[src/rtl/arranque_pkg.sv]
// arranque_pkg: shared types and helpers for the partial-ramp motor start chain.
`default_nettype none

package arranque_pkg;

    typedef enum logic [1:0] {
        PARADO   = 2'd0,
        SUBIENDO = 2'd1,
        BAJANDO  = 2'd2,
        ESTABLE  = 2'd3
    } estado_pwm_t;

    localparam int PCT_30  = 30;
    localparam int PCT_50  = 50;
    localparam int PCT_100 = 100;

    // Duty in clock cycles for a percentage of the period, truncated.
    function automatic int duty_de_pct(input int period, input int pct);
        return (period * pct) / 100;
    endfunction

endpackage

`default_nettype wire

[src/rtl/pwm_contador.sv]
// pwm_contador: PWM period counter, end-of-period strobe and registered duty compare.
`default_nettype none

module pwm_contador #(
    parameter  int PERIOD = 100,
    localparam int W      = $clog2(PERIOD + 1)
) (
    input  logic         clk,
    input  logic         reset,
    input  logic [W-1:0] duty_i,
    output logic         fin_periodo_o,
    output logic         pwm_o
);

    localparam logic [W-1:0] CNT_MAX = W'(PERIOD - 1);

    logic [W-1:0] cnt_q, cnt_d;
    logic         pwm_q, pwm_d;

    always_comb begin
        cnt_d = (cnt_q == CNT_MAX) ? '0 : cnt_q + W'(1);
        // cnt never reaches PERIOD, so a full-period duty stays high across the wrap.
        pwm_d = (cnt_q < duty_i);
    end

    always_ff @(posedge clk or posedge reset) begin
        if (reset) begin
            cnt_q <= '0;
            pwm_q <= 1'b0;
        end else begin
            cnt_q <= cnt_d;
            pwm_q <= pwm_d;
        end
    end

    assign fin_periodo_o = (cnt_q == CNT_MAX);
    assign pwm_o         = pwm_q;

endmodule

`default_nettype wire

[src/rtl/pwm_rampa_motor.sv]
// pwm_rampa_motor: ramps the motor PWM duty towards the selected speed level, one step per period.
// Build option PWM_RAMPA_BAJADA_EN: ramp decreases by STEP too (otherwise decreases jump to target).
`default_nettype none

module pwm_rampa_motor
    import arranque_pkg::*;
#(
    parameter  int PERIOD = 100,
    parameter  int STEP   = 5,
    localparam int W      = $clog2(PERIOD + 1)
) (
    input  logic         clk,
    input  logic         reset,
    input  logic         sel_30,
    input  logic         sel_50,
    input  logic         sel_100,
    output logic         pwm_out,
    output logic [W-1:0] duty_actual,
    output logic         en_rampa,
    output logic         err_sel
);

    localparam logic [W-1:0] D30    = W'(duty_de_pct(PERIOD, PCT_30));
    localparam logic [W-1:0] D50    = W'(duty_de_pct(PERIOD, PCT_50));
    localparam logic [W-1:0] D100   = W'(duty_de_pct(PERIOD, PCT_100));
    localparam logic [W-1:0] C_STEP = W'(STEP);

    estado_pwm_t  estado_q, estado_d;
    logic [W-1:0] duty_q, duty_d;
    logic [W-1:0] target_q, target_d;
    logic         err_q, multi_sel;
    logic         fin_periodo;

    pwm_contador #(
        .PERIOD (PERIOD)
    ) u_contador (
        .clk           (clk),
        .reset         (reset),
        .duty_i        (duty_q),
        .fin_periodo_o (fin_periodo),
        .pwm_o         (pwm_out)
    );

    assign multi_sel = (sel_30 & sel_50) | (sel_30 & sel_100) | (sel_50 & sel_100);

    // An illegal multi-level request freezes the target at its last legal value.
    always_comb begin
        target_d = target_q;
        if (!multi_sel) begin
            if (sel_30)       target_d = D30;
            else if (sel_50)  target_d = D50;
            else if (sel_100) target_d = D100;
            else              target_d = '0;
        end
    end

    always_comb begin
        duty_d   = duty_q;
        estado_d = estado_q;
        if (fin_periodo) begin
            // Differences are compared against STEP so the sums never leave W bits.
            if (duty_q < target_d) begin
                duty_d = ((target_d - duty_q) > C_STEP) ? duty_q + C_STEP : target_d;
            end else if (duty_q > target_d) begin
`ifdef PWM_RAMPA_BAJADA_EN
                duty_d = ((duty_q - target_d) > C_STEP) ? duty_q - C_STEP : target_d;
`else
                duty_d = target_d;
`endif
            end

            if (duty_d == target_d)     estado_d = (target_d == '0) ? PARADO : ESTABLE;
            else if (duty_d < target_d) estado_d = SUBIENDO;
            else                        estado_d = BAJANDO;
        end
    end

    always_ff @(posedge clk or posedge reset) begin
        if (reset) begin
            estado_q <= PARADO;
            duty_q   <= '0;
            target_q <= '0;
            err_q    <= 1'b0;
        end else begin
            estado_q <= estado_d;
            duty_q   <= duty_d;
            target_q <= target_d;
            err_q    <= multi_sel;
        end
    end

    assign duty_actual = duty_q;
    assign en_rampa    = (estado_q == SUBIENDO) || (estado_q == BAJANDO);
    assign err_sel     = err_q;

endmodule

`default_nettype wire

[config.mk]
export PLATFORM = sky130hd
export DESIGN_NAME = pwm_rampa_motor
export DESIGN_NICKNAME = d
export VERILOG_FILES = /design/src/rtl/arranque_pkg.sv /design/src/rtl/pwm_contador.sv /design/src/rtl/pwm_rampa_motor.sv
export SDC_FILE = /design/constraint.sdc
export NUM_CORES = 1
export LEC_CHECK = 0
export ABC_AREA = 1
export BUFFER_PORTS_ARGS = -buffer_cell sky130_fd_sc_hd__buf_2
export CAP_MARGIN = 20
export CORE_MARGIN = 2
export CORE_UTILIZATION = 35
export CTS_CLUSTER_DIAMETER = 80
export CTS_CLUSTER_SIZE = 25
export DETAILED_ROUTE_END_ITERATION = 8
export GPL_ROUTABILITY_DRIVEN = 0
export PLACE_DENSITY = 0.49
export REMOVE_ABC_BUFFERS = 1
export SYNTH_ARGS = -nofsm -noshare
export SYNTH_HDL_FRONTEND = slang
export SYNTH_SLANG_ARGS = --single-unit
[constraint.sdc]
create_clock -name clk -period 4.2 [get_ports clk]
set_clock_uncertainty 0.1 [all_clocks]
set_input_delay 0.42 -clock clk [delete_from_list [all_inputs] [get_ports clk]]
set_output_delay 0.42 -clock clk [all_outputs]
set_load 0.03 [all_outputs]
* After elaboration in Yosys (flattened, before gate mapping)
Index checks and enable logic that the tools add are counted.
Storage, ports and cells: bits in registers 25, bits of input ports 5, output and inout port bits 10, logic and storage cells 37
Operators by class: add/subtract/negate cells 3, magnitude comparators 5, equal/unequal tests 4, muxes and demuxes 12, bitwise gates (word level) 5, reduce and logical (&&, ||, !) cells 2
Operators with widths (number):
- $mux W7 | 9
- $lt A7 B7 Y1 | 3
- $add A7 B1 Y7 const B | 1
- $add A7 B3 Y7 const B | 1
- $eq A7 B7 Y1 | 1
- $eq A7 B7 Y1 const B | 1
- $gt A7 B3 Y1 const B | 1
- $gt A7 B7 Y1 | 1
- $logic_not A7 Y1 | 1
- $sub A7 B7 Y7 | 1
- $mux W2 | 3
- $and A1 B1 Y1 | 3
- $eq A2 B1 Y1 const B | 1
- $eq A2 B2 Y1 const B | 1
- $or A1 B1 Y1 | 2
- $logic_or A1 B1 Y1 | 1

* Longest topological paths before layout
Gate-level depths: netlist of the first run.
depth after elaboration 12, depth in mapped cells 25, depth with buffers taken out 25

* Modules after synthesis
A second synthesis of the first run with hierarchy kept.
Second synthesis, totals: cells, all modules 304, area total of the unflattened synthesis 2119.5 um^2
Modules (own cells, without submodules):
- pwm_rampa_motor | times used 1, cells each 233, area each 1584.0 um^2, seq. area each 425.4 um^2
- pwm_contador | times used 1, cells each 71, area each 535.5 um^2, seq. area each 200.2 um^2

* Least setup slack after synthesis of the first run
OpenSTA, ideal clock, no wires.
kind input-to-reg, from input sel_100, to register estado_q[1], library setup time 0.118 ns, arrival time 3.267 ns, data required time 3.982 ns, path slack 0.715 ns, stages 23, path buffers 0, cells stage by stage o21ai_1 -> o21ai_4 -> nand2_1 -> ha_1 -> inv_1 -> fa_1 -> or2_1 -> nand3_1 -> nand3_2 -> nor2_8 -> nand3_4 -> nand2_1 -> nand3_1 -> nand2_1 -> inv_1 -> ha_1 -> nand2_1 -> nor2_1 -> nand3_1 -> nor3_1 -> nand4_1 -> nand3_1 -> nand2_1
Between the ends: cells in the longest elaborated chain, start to end 12, elaborated cells on any way between the ends 22, classes of those cells add/sub: 1; order compare: 4; eq/ne: 1; mux: 11; bitwise: 4; reduce/logical: 1
RTL lines:
- from (decl) | line pwm_rampa_motor.sv:16 | input logic sel_100,
- $and A1 B1 Y1 | line pwm_rampa_motor.sv:44 | assign multi_sel = (sel_30 & sel_50) | (sel_30 & sel_100) | (sel_50 & sel_100);
- $or A1 B1 Y1 | line pwm_rampa_motor.sv:44
- $or A1 B1 Y1 * | line pwm_rampa_motor.sv:44
- named net multi_sel | line pwm_rampa_motor.sv:31 | logic err_q, multi_sel;
- $mux W7 * | line pwm_rampa_motor.sv:49 | if (!multi_sel) begin
- $sub A7 B7 Y7 | line pwm_rampa_motor.sv:63 | duty_d = ((target_d - duty_q) > C_STEP) ? duty_q + C_STEP : target_d;
- $gt A7 B3 Y1 | line pwm_rampa_motor.sv:63
- $mux W7 | line pwm_rampa_motor.sv:63
- $mux W7 | line pwm_rampa_motor.sv:62 | if (duty_q < target_d) begin
- $mux W7 | line pwm_rampa_motor.sv:60 | if (fin_periodo) begin
- $lt A7 B7 Y1 | line pwm_rampa_motor.sv:73 | else if (duty_d < target_d) estado_d = SUBIENDO;
- $mux W2 | line pwm_rampa_motor.sv:73
- $mux W2 * | line pwm_rampa_motor.sv:72 | if (duty_d == target_d) estado_d = (target_d == '0) ? PARADO : ESTABLE;
- to (signal assigned) | line pwm_rampa_motor.sv:85 | estado_q <= estado_d;
- to (decl) | line pwm_rampa_motor.sv:28 | estado_pwm_t estado_q, estado_d;
The timed path passes the listed nets; every way through them passes the cells marked *. The select of a mux whose other input is x is not followed. A chain may end at the register's enable or synchronous reset.

* Worst setup path in the final report of the first run
from input sel_100, to register estado_q[0]
The elaborated chain is that of the path after synthesis.

==> results of run 1 <==
layout make-up:
class / instances / area [um^2]
clock buffers: 3 / 41.29
repair buffers: 23 / 157.7
clock inverters: 1 / 5.005
fillers: 618 / 3467
flip-flops and latches: 25 / 625.6
inverters: 58 / 217.7
multi-input cells: 200 / 1242
well taps: 75 / 93.84
state kept, by name, summed over array words and instances, names as in the netlist:
signal,cells
duty_actual,7
target_q,7
u_contador.cnt_q,7
estado_q,2
err_sel,1
u_contador.pwm_o,1
per-layer routing:
layer  wire length [um]  track usage [%]  share of wire (%)
met1               2734            25.68                 52
met2               2214            27.95                 42
met3                205            2.333                3.9
met4                119            6.949                2.3
met5                  0                0                  0
kinds of logic after synthesis:
kind of cell / count (synthesis) / synth area share (%)
simple gates: 136 / 31.66
xor+xnor: 7 / 2.932
buf+inv: 59 / 10.65
compound gates: 34 / 10.71
fa+ha+maj: 23 / 14.12
flops: 25 / 29.92
worst paths after layout:
path,endpoint,slack (ns),depth (start not counted)
setup reg to reg,estado_q[0]$_DFFE_PP0N_,0.81,19
max in group asynchronous,u_contador.cnt_q[1]$_DFF_PP0_,3.50,3
hold / removal,duty_actual[3]$_DFFE_PP0N_,0.03,2
hold reg to reg,u_contador.cnt_q[0]$_DFF_PP0_,0.41,1
min in group clk,err_sel$_DFF_PP0_,0.35,3
setup / recovery,estado_q[0]$_DFFE_PP0N_,0.63,24
cell usage after synthesis:
cell / n / area share (%)
a2111oi_0: 1 / 0.42
a21oi_1: 12 / 2.9
a21oi_2: 5 / 2.1
and3_1: 2 / 0.60
buf_2: 1 / 0.24
clkinv_1: 1 / 0.18
dfrtp_1: 25 / 30
fa_1: 1 / 0.96
ha_1: 22 / 13
inv_1: 53 / 9.5
inv_2: 4 / 0.72
nand2_1: 63 / 11
nand2_2: 6 / 1.8
nand3_1: 25 / 6.0
nand3_2: 2 / 0.96
nand3_4: 1 / 0.84
nand3b_1: 1 / 0.36
nand4_1: 11 / 3.3
nor2_1: 17 / 3.1
nor2_8: 1 / 0.96
nor3_1: 5 / 1.2
nor4_4: 1 / 1.0
o2111ai_1: 1 / 0.42
o211ai_1: 2 / 0.72
o21a_1: 1 / 0.36
o21ai_0: 3 / 0.72
o21ai_1: 1 / 0.24
o21ai_4: 1 / 0.78
o22ai_1: 7 / 2.1
or2_1: 1 / 0.30
xnor2_1: 1 / 0.42
xor2_1: 6 / 2.5
power breakdown:
part	switching (mW)	internal, mW	total [mW]
clock network	0.0873	0.0667	0.154
logic	0.0902	0.0515	0.142
registers	0.00146	0.247	0.249
total	0.179	0.365	0.544
==> metrics.md, run 1 <==
| Metric | Value |
|---|---|
| Outcome | finished, final reports clean |
| YS warnings | 0 |
| Critical path buffers and inverters | 4 |
| F_max | roughly 280 MHz |
| Total power | approximately 0.54 mW |
| Antenna-violating nets left | 0 |
| CP most frequent cell | nand2_1 |
| Cts repair resizes | 0 |
| Worst Hold Slack | around 0.031 ns |
| Initial antenna violation count | 0 |
| Setup ws final | 0.6256 ns |
| Dpl hpwl | ~4100 um |
| Initial DRC count | between 100 and 150 |
| Req. time, crit path | 4.29 ns |
| Ports | 15 |
| Post-Place Cells | 380 |
| Wire per inst | between 10 and 15 um |
| Initial Util | between 30% and 40% |
| N_diodes | 0 |
| Vias per std cell | 4.982 |
| Leakage | about 1.3 nW |
| Seq/Total Area, Yosys | between 20% and 30% |
| Fin. Hold Viols | 0 |
| Final setup violation count | 0 |
| Critical-path cell list | buf_2, o21ai_1, o21ai_4, nand2_1, ha_1, inv_1, fa_1, or2_1, nand3_1, nand3_2, nor2_8, nand3_4, nand2_1, nand3_1, nand2_1, inv_1, ha_1, nand2_1, inv_1, nand3_1, nor3_1, nand4_1, nand3_1, nand2_1 |
| Sink Count | 25 |
| CP max stage cell | fa_1 |
| CTS H-tree depth | 1 |
| Max cap viols | 0 |
| Worst Hold Class | primary input to async pin |
| Clock buffer count from CTS | 3 |
| CP Capture Type | flip-flop |
| Clk buf depth | 2 |
| Placed instance area | about 2300 um^2 |
| Peak VDD IR | between 100 and 150 uV |
| CORE AREA | around 5900 um^2 |
| Final Net Count | about 340 |
| Slew Limit Fails | 0 |
| Iteration count of the initial detailed-routing pass | 4 |
| DIE AREA | 6608 um^2 |
| Clk slew on worst S/H paths | 0.10 ns |
| Largest net degree at the start of global routing | 26 |
| Crit-path max FO | 8 |
| First-pass GRT wire length | approximately 9000 um |
| CP peak stage delay | between 0.3 and 0.4 ns |
| Synthesized area | between 2000 and 2500 um^2 |
| Final setup TNS | 0 ns |
| Worst skew pair latency | approximately 0.28 ns |
| Cts hold-fix bufs | 0 |
| GRT Resource Usage Total | ~18% |
| WL final | about 5300 um |
| Grt total ovfl | 0 |
| Critical Path AT | about 3.7 ns |
| Via count | 1918 |
| Share of layout cells above drive strength 1 | roughly 15% |
| Post-layout instance area | ~2400 um^2 |
| Worst flop-to-flop path startpoint | duty_actual[1]$_DFFE_PP0N_ |
| Minimum clock period after layout | 3.574 ns |
| Most frequent cells in the layout | nand2_1, inv_1, nand3_1, dfrtp_1, ha_1 |
| Residual DRC | 0 |
| Critical path class | primary input to flip-flop |
| Final std cells w/o fill | a little under 400 |
| P per Cell Area | between 200 and 250 nW/um^2 |
| CP startpoint kind | primary input |
| Die width | between 80 and 90 um |
| Die Y | between 80 and 90 um |
| RSZ-0062 raised after global routing | false |
| Port bufs | 14 |
| Commonest non-fill, non-tap cell in the layout | nand2_1 |
| CTS tree | built |
| CTS root buf | clkbuf_8 |
| Core Rows | 28 |
| Finished Core Util | approximately 40% |
| Mapped Avg Cell Area | 7.362 um^2 |
| Netlist cell types | 32 |
| Post-synthesis cell count | ~280 |
| Vias in the first global route | between 1.5k and 2k |
| CP startpoint | sel_100 |
| CP delay by family, top | simple AND/OR/NAND/NOR gates |
| Final period utilization | between 80% and 90% |
| DP Worst Slack | a little under 0.3 ns |
| FF+latch count, synth | 25 |
| Worst-margin pin slew | 0.4888 ns |
| Area Growth Syn to Fin | 14.00% |
| Max-slew headroom | roughly two thirds |
| Post-CTS setup buffers | 0 |
No activity file was read; power rests on OpenSTA's default activity.
==> run 2, diff against run 1 <==
- CTS_BUF_LIST: unset -> sky130_fd_sc_hd__clkbuf_4
- PLACE_DENSITY: 0.49 -> 0.51
- clock period: 4.2 -> 3.15 ns (I/O delays scaled with it)
==> run 2 against run 1 <==
Net effect:
- combinational power grew 89%
- critical endpoint unchanged
- cell count grew 11%
- worst setup slack lost 0.65 ns
- sequential share of layout area shrank 4.8 points
- total power grew 39%
- clock power grew 3%
- the flow now finishes with violations (setup timing)
- wire length grew 11%
- sequential power grew 33%
- global-route usage grew 0.46 points
- via count grew 7.9%
==> metrics.md, run 2 (synthesis gave the netlist of run 1 again) <==
| Metric | Value |
|---|---|
| Net Sw Frac | about 33% |
| Antenna-violating nets left | 0 |
| CP Capture Type | flip-flop |
| GRT Resource Usage Total | between 10% and 20% |
| CP max stage cell | dfrtp_1 |
| Final setup TNS | -0.03722 ns |
| F_max | 315.4 MHz |
| Initial antenna violation count | 0 |
| Psw | around 0.25 mW |
| Wire per inst | 13.70 um |
| Ports | 15 |
| Crit-path max FO | 7 |
| WL final | roughly 6000 um |
| Worst skew pair latency | between 0.3 and 0.4 ns |
| CTS H-tree depth | 1 |
| Final std cells w/o fill | 427 |
| Port bufs | 14 |
| Final Net Count | approximately 380 |
| CP most frequent cell | nand2_2 |
| R2R setup slack | -0.02 ns |
| Worst Hold Class | primary input to flip-flop |
| Fin. Hold Viols | 0 |
| Max-slew headroom | 64.27% |
| CP peak stage delay | 0.41 ns |
| CTS root buf | clkbuf_4 |
| Final period utilization | 100.7% |
| Core Rows | 28 |
| Setup ws final | -0.02070 ns |
| Hold path startpoint | sel_50 |
| Most frequent cells in the layout | nand2_1, inv_1, buf_4 |
| DP Worst Slack | -0.4563 ns |
| Critical Path AT | about 3.3 ns |
| RSZ-0062 raised after global routing | true |
| Outcome | finished with violations |
| Die width | 81.29 um |
| Total power | between 0.7 and 0.8 mW |
| Clock buffer count from CTS | 3 |
| Clk buf depth | 2 |
| R2R depth | 21 |
| Vias in the first global route | approximately 1.9k |
| Initial Util | a little over a third |
| P per Cell Area | 259.4 nW/um^2 |
| Minimum clock period after layout | approximately 3.2 ns |
| Commonest non-fill, non-tap cell in the layout | nand2_1 |
| Critical path buffers and inverters | 2 |
| Vias per std cell | 4.848 |
| Hold Path Depth | 4 |
| Area of the multi-input gates | 1480 um^2 |
| Peak VDD IR | ~140 uV |
| First-pass GRT wire length | roughly 9300 um |
| Sink Count | 25 |
| Die Y | between 80 and 90 um |
| Worst r2r dst | estado_q[0]$_DFFE_PP0N_ |
| Slew Limit Fails | 0 |
| Grt total ovfl | 0 |
| Dpl hpwl | 4357 um |
| CP delay by family, top | simple AND/OR/NAND/NOR gates |
| Clk slew on worst S/H paths | roughly 0.14 ns |
| CP startpoint | target_q[0]$_DFF_PP0_ |
| Worst-margin pin slew | between 0.5 and 0.6 ns |
| Placed instance area | around 2600 um^2 |
| CORE AREA | between 5000 and 6000 um^2 |
| Worst flop-to-flop path startpoint | target_q[0]$_DFF_PP0_ |
| Final setup violation count | 2 |
| Max cap viols | 0 |
| DIE AREA | around 6600 um^2 |
| Critical path class | flip-flop to flip-flop |
| Area Growth Syn to Fin | 39.80% |
| Largest net degree at the start of global routing | 26 |
| Share of layout cells above drive strength 1 | around two fifths |
| Combinational power share | a little over a third |
| N_diodes | 0 |
| Iteration count of the initial detailed-routing pass | 4 |
| Req. time, crit path | approximately 3.3 ns |
| CP startpoint kind | flip-flop |
| Initial DRC count | 67 |
| Critical-path cell list | nand2_2, ha_4, inv_2, fa_2, or2_1, nand3_2, nand3_4, nor2_8, nand3_4, nand2_2, nand3_2, nand2_2, inv_2, ha_4, nand2_2, nor2_2, nand3_2, nor3_2, nand4_1, nand3_1, nand2_1 |
| Layout fillers | about 570 |
| Hold path endpoint | err_sel$_DFF_PP0_ |
| Clock network power share | between 20% and 30% |
| Internal cell power | about 0.5 mW |
| Post-Place Cells | 416 |
| Residual DRC | 0 |
| Post-layout instance area | roughly 2900 um^2 |
| Leakage | roughly 1.5 nW |
| Failing checks | setup timing |
| Sequential Area | between 600 and 700 um^2 |
| Flop pwr share | a little over two fifths |
| Via count | between 2k and 2.5k |
| CTS tree | built |
## run 2: worst max path at each step
stage / to / slack, ns / cells past startpoint
floorplan: estado_q[1]$_DFFE_PP0N_ / -0.23 / 23
detailed placement: estado_q[1]$_DFFE_PP0N_ / -0.46 / 24
global placement: estado_q[1]$_DFFE_PP0N_ / -0.42 / 24
finish: estado_q[0]$_DFFE_PP0N_ / -0.02 / 21
global route: estado_q[1]$_DFFE_PP0N_ / -0.22 / 21
CTS: estado_q[0]$_DFFE_PP0N_ / -0.005 / 21
## run 2: area by class of cell
type	count	area share, %
Multi-Input combinational cell	200	50.64
Tap cell	75	3.211
Timing Repair Buffer	65	16.27
Inverter	58	7.449
Sequential cell	25	21.40
Clock buffer	4	1.027
## run 2: what timing repair did
action / in CTS / in global routing
pin swaps: 4 / 28
hold buffers: 0 / 1
hold endpoints to repair: 0 / 12
buffers inserted: 0 / 5
setup endpoints to repair: 2 / 2
gates resized for setup: 2 / 53
## run 2: through the flow
step	utilization [%]	hold slack (ns)
detailed placement	44.10	0.3904
global route	49.96	0.3175
finish	49.96	0.3238
floorplan	-	0.2423
global placement	44.10	0.3920
CTS	44.72	0.1420
## run 2: worst register-to-register path: cells and delay by family (launching register included)
kind,cells,cell delay [ns]
adders and majority gates,3,0.76
buffers and inverters,2,0.08
and+or+nand+nor,16,1.73
DFF,1,0.41
## run 2: routing by layer
metal | track usage, % | part of all wire [%] | up-vias
li1 | - | - | 1071
met1 | 26.90 | 49 | 954
met2 | 29.10 | 45 | 39
met3 | 2.333 | 3.8 | 6
met4 | 4.915 | 1.5 | 0
met5 | 0 | 0 | -
## run 2: power by group through the flow
| stage | Combinational, mW | Clock, mW | Sequential, mW |
|---|---|---|---|
| after floorplan | 0.130 | 0 | 0.340 |
| after global placement | 0.218 | 0 | 0.338 |
| after detailed placement | 0.219 | 0 | 0.338 |
| after CTS | 0.221 | 0.171 | 0.332 |
| after global routing | 0.298 | 0.185 | 0.333 |
| final | 0.268 | 0.158 | 0.332 |
